--- config.mk ---
export PLATFORM = sky130hd
export DESIGN_NAME = int_to_float_pipe_flat
export DESIGN_NICKNAME = d
export VERILOG_FILES = /design/src/rtl/int_to_float_pipe_if.sv /design/src/rtl/int_to_float_pipe.sv /design/src/flat_wrapper.sv
export SDC_FILE = /design/constraint.sdc
export NUM_CORES = 1
export LEC_CHECK = 0
export ABC_CLOCK_PERIOD_IN_PS = 4900
export CAP_MARGIN = 20
export CORE_MARGIN = 4
export CORE_UTILIZATION = 30
export DETAILED_ROUTE_END_ITERATION = 8
export PLACE_DENSITY = 0.57
export SLEW_MARGIN = 30
export SYNTH_ARGS = -nofsm -noshare
export SYNTH_HDL_FRONTEND = slang
export SYNTH_SLANG_ARGS = --single-unit
--- constraint.sdc ---
create_clock -name clk -period 4.9 [get_ports clk]
set_input_delay 0.49 -clock clk [delete_from_list [all_inputs] [get_ports clk]]
set_output_delay 0.49 -clock clk [all_outputs]
set_load 0.01 [all_outputs]
--- src/rtl/int_to_float_pipe_if.sv ---
// Valid/ready stream bundle for the integer-to-float32 converter.
// The master drives operands and sinks results; the slave is the converter.
interface int_to_float_pipe_if #(
   parameter int INT_WIDTH = 32
);
   logic                 in_valid;
   logic                 in_ready;
   logic [INT_WIDTH-1:0] in_data;
   logic                 in_signed;
   logic                 out_valid;
   logic                 out_ready;
   logic [31:0]          out_float;
   logic                 out_inexact;

   modport master (
      output in_valid, in_data, in_signed, out_ready,
      input  in_ready, out_valid, out_float, out_inexact
   );

   modport slave (
      input  in_valid, in_data, in_signed, out_ready,
      output in_ready, out_valid, out_float, out_inexact
   );
endinterface

--- src/rtl/int_to_float_pipe.sv ---
// Signed/unsigned integer to IEEE-754 float32 converter, round-to-nearest-even.
// Latency 3 cycles, 1/cycle; all stages stall together while the output is held.
module int_to_float_pipe #(
   parameter int INT_WIDTH = 32
) (
   input logic                clk,
   input logic                reset_n,
   int_to_float_pipe_if.slave bus
);
   localparam int PAD = 32 - INT_WIDTH;

   logic                 adv;

   logic                 s1_vld_q;
   logic                 s1_sign_q, s1_sign_d;
   logic [INT_WIDTH-1:0] s1_mag_q, s1_mag_d;

   logic                 s2_vld_q;
   logic                 s2_sign_q;
   logic                 s2_zero_q, s2_zero_d;
   logic [4:0]           s2_p_q, s2_p_d;
   logic [INT_WIDTH-2:0] s2_frac_q, s2_frac_d;
   logic [INT_WIDTH-1:0] shifted;

   logic                 out_vld_q;
   logic [31:0]          out_float_q, out_float_d;
   logic                 out_inexact_q, out_inexact_d;

   logic [30:0]          f31;
   logic [22:0]          frac;
   logic                 guard, sticky, rup;
   logic [23:0]          rsum;
   logic [7:0]           expo;

   assign adv             = !out_vld_q | bus.out_ready;
   assign bus.in_ready    = adv;
   assign bus.out_valid   = out_vld_q;
   assign bus.out_float   = out_float_q;
   assign bus.out_inexact = out_inexact_q;

   // S1: the most negative operand negates to 2^(W-1), still correct as unsigned
   always_comb begin
      s1_sign_d = bus.in_signed & bus.in_data[INT_WIDTH-1];
      s1_mag_d  = bus.in_data;
      if (s1_sign_d)
         s1_mag_d = ~bus.in_data + {{(INT_WIDTH-1){1'b0}}, 1'b1};
   end

   // S2: leading-one position; after the shift the MSB doubles as the non-zero flag
   always_comb begin
      s2_p_d = '0;
      for (int i = 0; i < INT_WIDTH; i++) begin
         if (s1_mag_q[i])
            s2_p_d = 5'(i);
      end
      shifted   = s1_mag_q << (5'(INT_WIDTH - 1) - s2_p_d);
      s2_zero_d = !shifted[INT_WIDTH-1];
      s2_frac_d = shifted[INT_WIDTH-2:0];
   end

   // S3: bits below the hidden one are left-aligned, so guard/sticky are zero when p <= 23
   always_comb begin
      f31    = 31'(s2_frac_q) << PAD;
      frac   = f31[30:8];
      guard  = f31[7];
      sticky = |f31[6:0];
      rup    = guard & (sticky | frac[0]);
      rsum   = {1'b0, frac} + {23'd0, rup};
      expo   = {3'b000, s2_p_q} + 8'd127 + {7'd0, rsum[23]};
      out_float_d   = {s2_sign_q, expo, rsum[22:0]};
      out_inexact_d = guard | sticky;
      if (s2_zero_q) begin
         out_float_d   = '0;
         out_inexact_d = 1'b0;
      end
   end

   always_ff @(posedge clk or negedge reset_n) begin
      if (!reset_n) begin
         s1_vld_q      <= 1'b0;
         s1_sign_q     <= 1'b0;
         s1_mag_q      <= '0;
         s2_vld_q      <= 1'b0;
         s2_sign_q     <= 1'b0;
         s2_zero_q     <= 1'b1;
         s2_p_q        <= '0;
         s2_frac_q     <= '0;
         out_vld_q     <= 1'b0;
         out_float_q   <= '0;
         out_inexact_q <= 1'b0;
      end else if (adv) begin
         s1_vld_q      <= bus.in_valid;
         s1_sign_q     <= s1_sign_d;
         s1_mag_q      <= s1_mag_d;
         s2_vld_q      <= s1_vld_q;
         s2_sign_q     <= s1_sign_q;
         s2_zero_q     <= s2_zero_d;
         s2_p_q        <= s2_p_d;
         s2_frac_q     <= s2_frac_d;
         out_vld_q     <= s2_vld_q;
         out_float_q   <= out_float_d;
         out_inexact_q <= out_inexact_d;
      end
   end
endmodule

--- src/flat_wrapper.sv ---
// flat-port wrapper written by rule: the top's interface ports become plain ports
module int_to_float_pipe_flat 
#(
   parameter int INT_WIDTH = 32
)
  (clk, reset_n, bus_in_valid, bus_in_data, bus_in_signed, bus_out_ready, bus_in_ready, bus_out_valid, bus_out_float, bus_out_inexact);
  int_to_float_pipe_if #(.INT_WIDTH(INT_WIDTH)) bus_i ();
  input logic clk;
  input logic reset_n;
  input wire logic [$bits(bus_i.in_valid)-1:0] bus_in_valid;
  input wire logic [$bits(bus_i.in_data)-1:0] bus_in_data;
  input wire logic [$bits(bus_i.in_signed)-1:0] bus_in_signed;
  input wire logic [$bits(bus_i.out_ready)-1:0] bus_out_ready;
  output wire logic [$bits(bus_i.in_ready)-1:0] bus_in_ready;
  output wire logic [$bits(bus_i.out_valid)-1:0] bus_out_valid;
  output wire logic [$bits(bus_i.out_float)-1:0] bus_out_float;
  output wire logic [$bits(bus_i.out_inexact)-1:0] bus_out_inexact;
  assign bus_i.in_valid = bus_in_valid;
  assign bus_i.in_data = bus_in_data;
  assign bus_i.in_signed = bus_in_signed;
  assign bus_i.out_ready = bus_out_ready;
  assign bus_in_ready = bus_i.in_ready;
  assign bus_out_valid = bus_i.out_valid;
  assign bus_out_float = bus_i.out_float;
  assign bus_out_inexact = bus_i.out_inexact;
  int_to_float_pipe #(.INT_WIDTH(INT_WIDTH)) u_core (.clk(clk), .reset_n(reset_n), .bus(bus_i));
endmodule
Word level (Yosys, flattened, before mapping):

Cells that the tools add are included.

* shifts and indexed selects: 1
* reductions and logical operators: 3
* bitwise gates (word level): 6
* add/sub/neg operators: 5
* muxes and demuxes: 34

Operators with widths (number)
* $mux W5: 30
* $mux W32: 2
* $add A32 B1 Y32 const B: 1
* $not A32 Y32: 1
* $shl A32 B5 Y32: 1
* $add A23 B1 Y24: 1
* $add A5 B7 Y8 const B: 1
* $add A8 B1 Y8: 1
* $reduce_or A7 Y1: 1
* $sub A5 B5 Y5 const A: 1
* $or A1 B1 Y1: 3
* $and A1 B1 Y1: 2
* $logic_not A1 Y1: 2
* $mux W1: 2

* word-level logic and storage cells: 60
* output and inout bits: 35
* input port bits: 37
* flip-flop bits (word level): 107

Longest topological paths before layout:

* word-level depth: 34
* gate-level depth with buffers: 14
* gate-level depth less buffers: 14

Worst setup path after synthesis:

OpenSTA, ideal clock, no wires.

* path kind: input to register
* from: input port bus_in_data[10]
* to: register u_core.s1_mag_q[29]
* path slack: 2039 ps
* cell stages on the path: 8
* buffers on the path: 0
* required time: 4770 ps
* data arrival time: 2731 ps
* path through: or4_4 > nor4_4 > nand2_1 > or4_4 > or4_4 > o41ai_2 > xor2_1 > o21ai_1

* longest elaborated chain between the ends: 3

RTL lines
* start, declared: RTL line flat_wrapper.sv:11 `input wire logic [$bits(bus_i.in_data)-1:0] bus_in_data;`
* $not A32 Y32: RTL line int_to_float_pipe.sv:46 `s1_mag_d = ~bus.in_data + {{(INT_WIDTH-1){1'b0}}, 1'b1};`
* $add A32 B1 Y32: RTL line int_to_float_pipe.sv:46
* $mux W32: RTL line int_to_float_pipe.sv:45 `if (s1_sign_d)`
* end signal, assigned: RTL line int_to_float_pipe.sv:94 `s1_mag_q <= s1_mag_d;`
* end, declared: RTL line int_to_float_pipe.sv:16 `logic [INT_WIDTH-1:0] s1_mag_q, s1_mag_d;`

No other way between the ends.
A chain may end at the register's enable or synchronous reset.

Final worst setup path:

* from: register u_core.s1_mag_q[23]
* to: register u_core.s2_frac_q[11], in the netlist u_core.f31[11]

* longest elaborated chain between the ends: 11

RTL lines
* $mux W5 (9 in series): RTL line int_to_float_pipe.sv:53 `if (s1_mag_q[i])`
* $sub A5 B5 Y5: RTL line int_to_float_pipe.sv:56 `shifted = s1_mag_q << (5'(INT_WIDTH - 1) - s2_p_d);`
* $shl A32 B5 Y32 *: RTL line int_to_float_pipe.sv:56
* end signal, assigned: RTL line int_to_float_pipe.sv:99 `s2_frac_q <= s2_frac_d;`
* end, declared: RTL line int_to_float_pipe.sv:22 `logic [INT_WIDTH-2:0] s2_frac_q, s2_frac_d;`

Every way passes the cells marked *; elsewhere a longest branch is shown, timed or not.

==> summary.md <==
| Metric | Value |
|---|---|
| Maximum VDD drop | between 0.0002 and 0.00025 V |
| Gpl congestion | 0.914 |
| FF-to-FF Start | u_core.s1_mag_q[23] |
| Final setup margin | approximately 1300 ps |
| DPL Wire Length | 13.9 mm |
| Routed vias/inst | 5.06 |
| Top post-synthesis cells by area | dfrtp_1 (38%), nand2_1 (7.6%), mux2i_1 (5.7%), o21ai_0 (5.0%), nor2_1 (3.9%) |
| CORE AREA | 0.0228 mm2 |
| Fill count | 2383 |
| Ant. Diodes | 0 |
| Vias in the first global route | 5711 |
| Layout cell share with drive strength beyond 1 | 0.0730 |
| Setup CP Type | flip-flop to flip-flop |
| DIE WIDTH | 160 um |
| Synth Warn # | 0 |
| Clock latency on the worst-skew pair | ~360 ps |
| Hold Buf Count CTS | 0 |
| Area grow syn2layout | 18.0% |
| Post-layout min period | 3630 ps |
| Number of synthesized flops with an enable pin | 0 |
| MaxCap Viol Count | 0 |
| First-pass GRT wire length | around 31 mm |
| Critical Path RT | between 5000 and 6000 ps |
| Sequential fraction of the synthesis area | 0.384 |
| Routed vias | between 5k and 6k |
| Die height | 160 um |
| All-Layer GR Usage | 0.148 |
| Worst slew pin tran | about 900 ps |
| Reg2Reg Capture Point | u_core.f31[11] |
| FF/Latch Area | 0.00268 mm2 |
| List of most frequent post-synthesis cells | nand2_1 (141), dfrtp_1 (106), nor2_1 (73), o21ai_0 (69), mux2i_1 (40) |
| Reg2reg path depth | 8 |
| Cts repair resizes | 0 |
| Clock root cell | clkbuf_16 |
| Placement Setup Slack | about 1000 ps |
| Pin count of the biggest net entering global routing | 93 |
| Reg2Reg Setup Slack | 1270 ps |
| Fin. Hold Viols | 0 |
| CP Data Arrival Time | between 3000 and 4000 ps |
| Status | finished clean |
| Slew HR | 0.392 |
| Final WL | 18.9 mm |
| Dpl cell area | 0.00790 mm2 |
| CTS Sinks | approximately 110 |
| Area of the multi-input gates | 0.00402 mm2 |
| Drt pass-1 iters | 5 |
| Post-synth ARST share | 1.00 |
| Top FF cell, synth | dfrtp_1 |
| Final slew viol count | 0 |
| Hold_ws | 164 ps |
| Port bufs | 71 |
| Initial antenna violation count | 0 |
| Critical Path End Type | flip-flop |
| PwrDens | between 500 and 600 mW/mm2 |
| Fin nets | 886 |
| Wire length per cell | 16.3 um |
| Yosys top cell by area | dfrtp_1 |
| Drt drc | 0 |
| Part of the cycle the worst path needs | 0.742 |
| CTS tree | yes |
| Final setup TNS | 0 ps |
| Antenna-violating nets left | 0 |
| Worst-path clk slew | 80 ps |
| Clock skew | roughly 10 ps |
| Total CTS buffers | 9 |
| Cell Area, Synth | ~0.007 mm2 |
| Synth cell types | 66 |
| Row cnt | 55 |
| CP max FO | 20 |
| GRT Residual Overflow | 0 |
| CTS max path bufs | 2 |
| RSZ-0062 raised after global routing | false |
| Pleak | 3.27 nW |
| H-tree Lvls | 3 |
| Most common cell in the netlist | nand2_1 |
| Initial Util | 0.306 |
| Cell area after layout | 0.00822 mm2 |
| Syn_area_per_cell | 8.66 um2 |
| Synth top area share | 0.381 |
| I/O pins | 72 |
| Die ar. | 0.0257 mm2 |
| Post-CTS Setup Repair Bufs | 0 |
| Min-delay worst type | primary input to async pin |
| Syn Inst Count | ~810 |
| Crit path launch type | flip-flop |
| Syn Nets | 847 |
| Synth Register Bits | 107 |
| Fmax | 275 MHz |
| Final setup vio count | 0 |
| Drt initial violations | 496 |
cells in the final DEF, fill, tap and decap left out, types with 4 or more instances in the layout:
cell type	instances
nand2b_1	7
nand4_1	4
nor2b_1	7
o221ai_1	6
clkbuf_16	9
xnor2_1	27
o211ai_1	7
dfrtp_1	106
and3_1	6
o21ai_1	7
a22oi_1	9
buf_4	7
a32oi_1	4
and2_1	4
nor4_1	10
xor2_1	26
mux2_2	22
nand2_1	141
mux2i_1	40
ha_1	5
a221o_1	8
clkdlybuf4s50_1	70
a22o_1	9
a221oi_1	5
o22ai_1	4
o21ai_0	69
nor3_1	12
or4_4	5
a21oi_1	25
o31ai_1	18
inv_1	15
or4_1	6
a21o_1	4
nor2_1	73
nand3_1	16
per-layer routing:
layer,track usage,routed length [um],up-vias
met3,0.0293,790,17
met1,0.217,9650,2765
met4,0.0375,257,0
met2,0.222,8200,128
li1,-,-,2975
met5,0,0,-
cell type report:
type                    instances  share of cell area
multi-input cells             634               0.488
flip-flops and latches        107               0.326
repair buffers                 77              0.0916
well taps                     313              0.0476
clock buffers                  10              0.0278
clock inverters                 6              0.0120
inverters                      15             0.00685
stage by stage:
stage               power, mW  instances  utilization
floorplan                3.11        805            -
global placement         3.91       1146        0.347
detailed placement       3.92       1146        0.347
CTS                      4.76       1162        0.361
global route             5.09       1162        0.361
finish                   4.74       1162        0.361
how the worst max path moves through the flow:
stage / start / to / depth (start not counted)
final: u_core.s1_mag_q[23] / u_core.f31[11] / 8
after global routing: bus_in_data[1] / u_core.s1_mag_q[28] / 12
after floorplan: bus_in_data[10] / u_core.s1_mag_q[29] / 8
after CTS: u_core.s1_mag_q[4] / u_core.f31[22] / 8
after detailed placement: bus_in_data[1] / u_core.s1_mag_q[30] / 12
after global placement: bus_in_data[1] / u_core.s1_mag_q[30] / 12
worst max-delay path: stages (launching register included):
cell and delay [ps]:
dfrtp_1 480, or4_1 650, or3b_1 420, nand3_1 700, mux2i_1 270, mux2i_1 150
a221oi_2 440, o221ai_1 240, a21boi_1 180
power breakdown:
group	internal, mW	switching (mW)
combinational	1.06	1.28
sequential	1.23	0.359
clock	0.457	0.358
registers in the layout, summed over array words and instances (netlist names):
name,cells
u_core.bus.out_float,32
u_core.s1_mag_q,32
u_core.f31,31
u_core.s2_p_q,5
u_core.bus.out_inexact,1
u_core.bus.out_valid,1
u_core.s1_sign_q,1
u_core.s1_vld_q,1
u_core.s2_sign_q,1
u_core.s2_vld_q,1
u_core.s2_zero_q,1
cell families after synthesis:
group           share of synthesized area
compound gates                      0.194
xor+xnor                           0.0666
fa+ha+maj                         0.00898
buf+inv                            0.0406
flops                               0.384
mux                                 0.100
simple gates                        0.205
No activity file was read; power rests on OpenSTA's default activity.
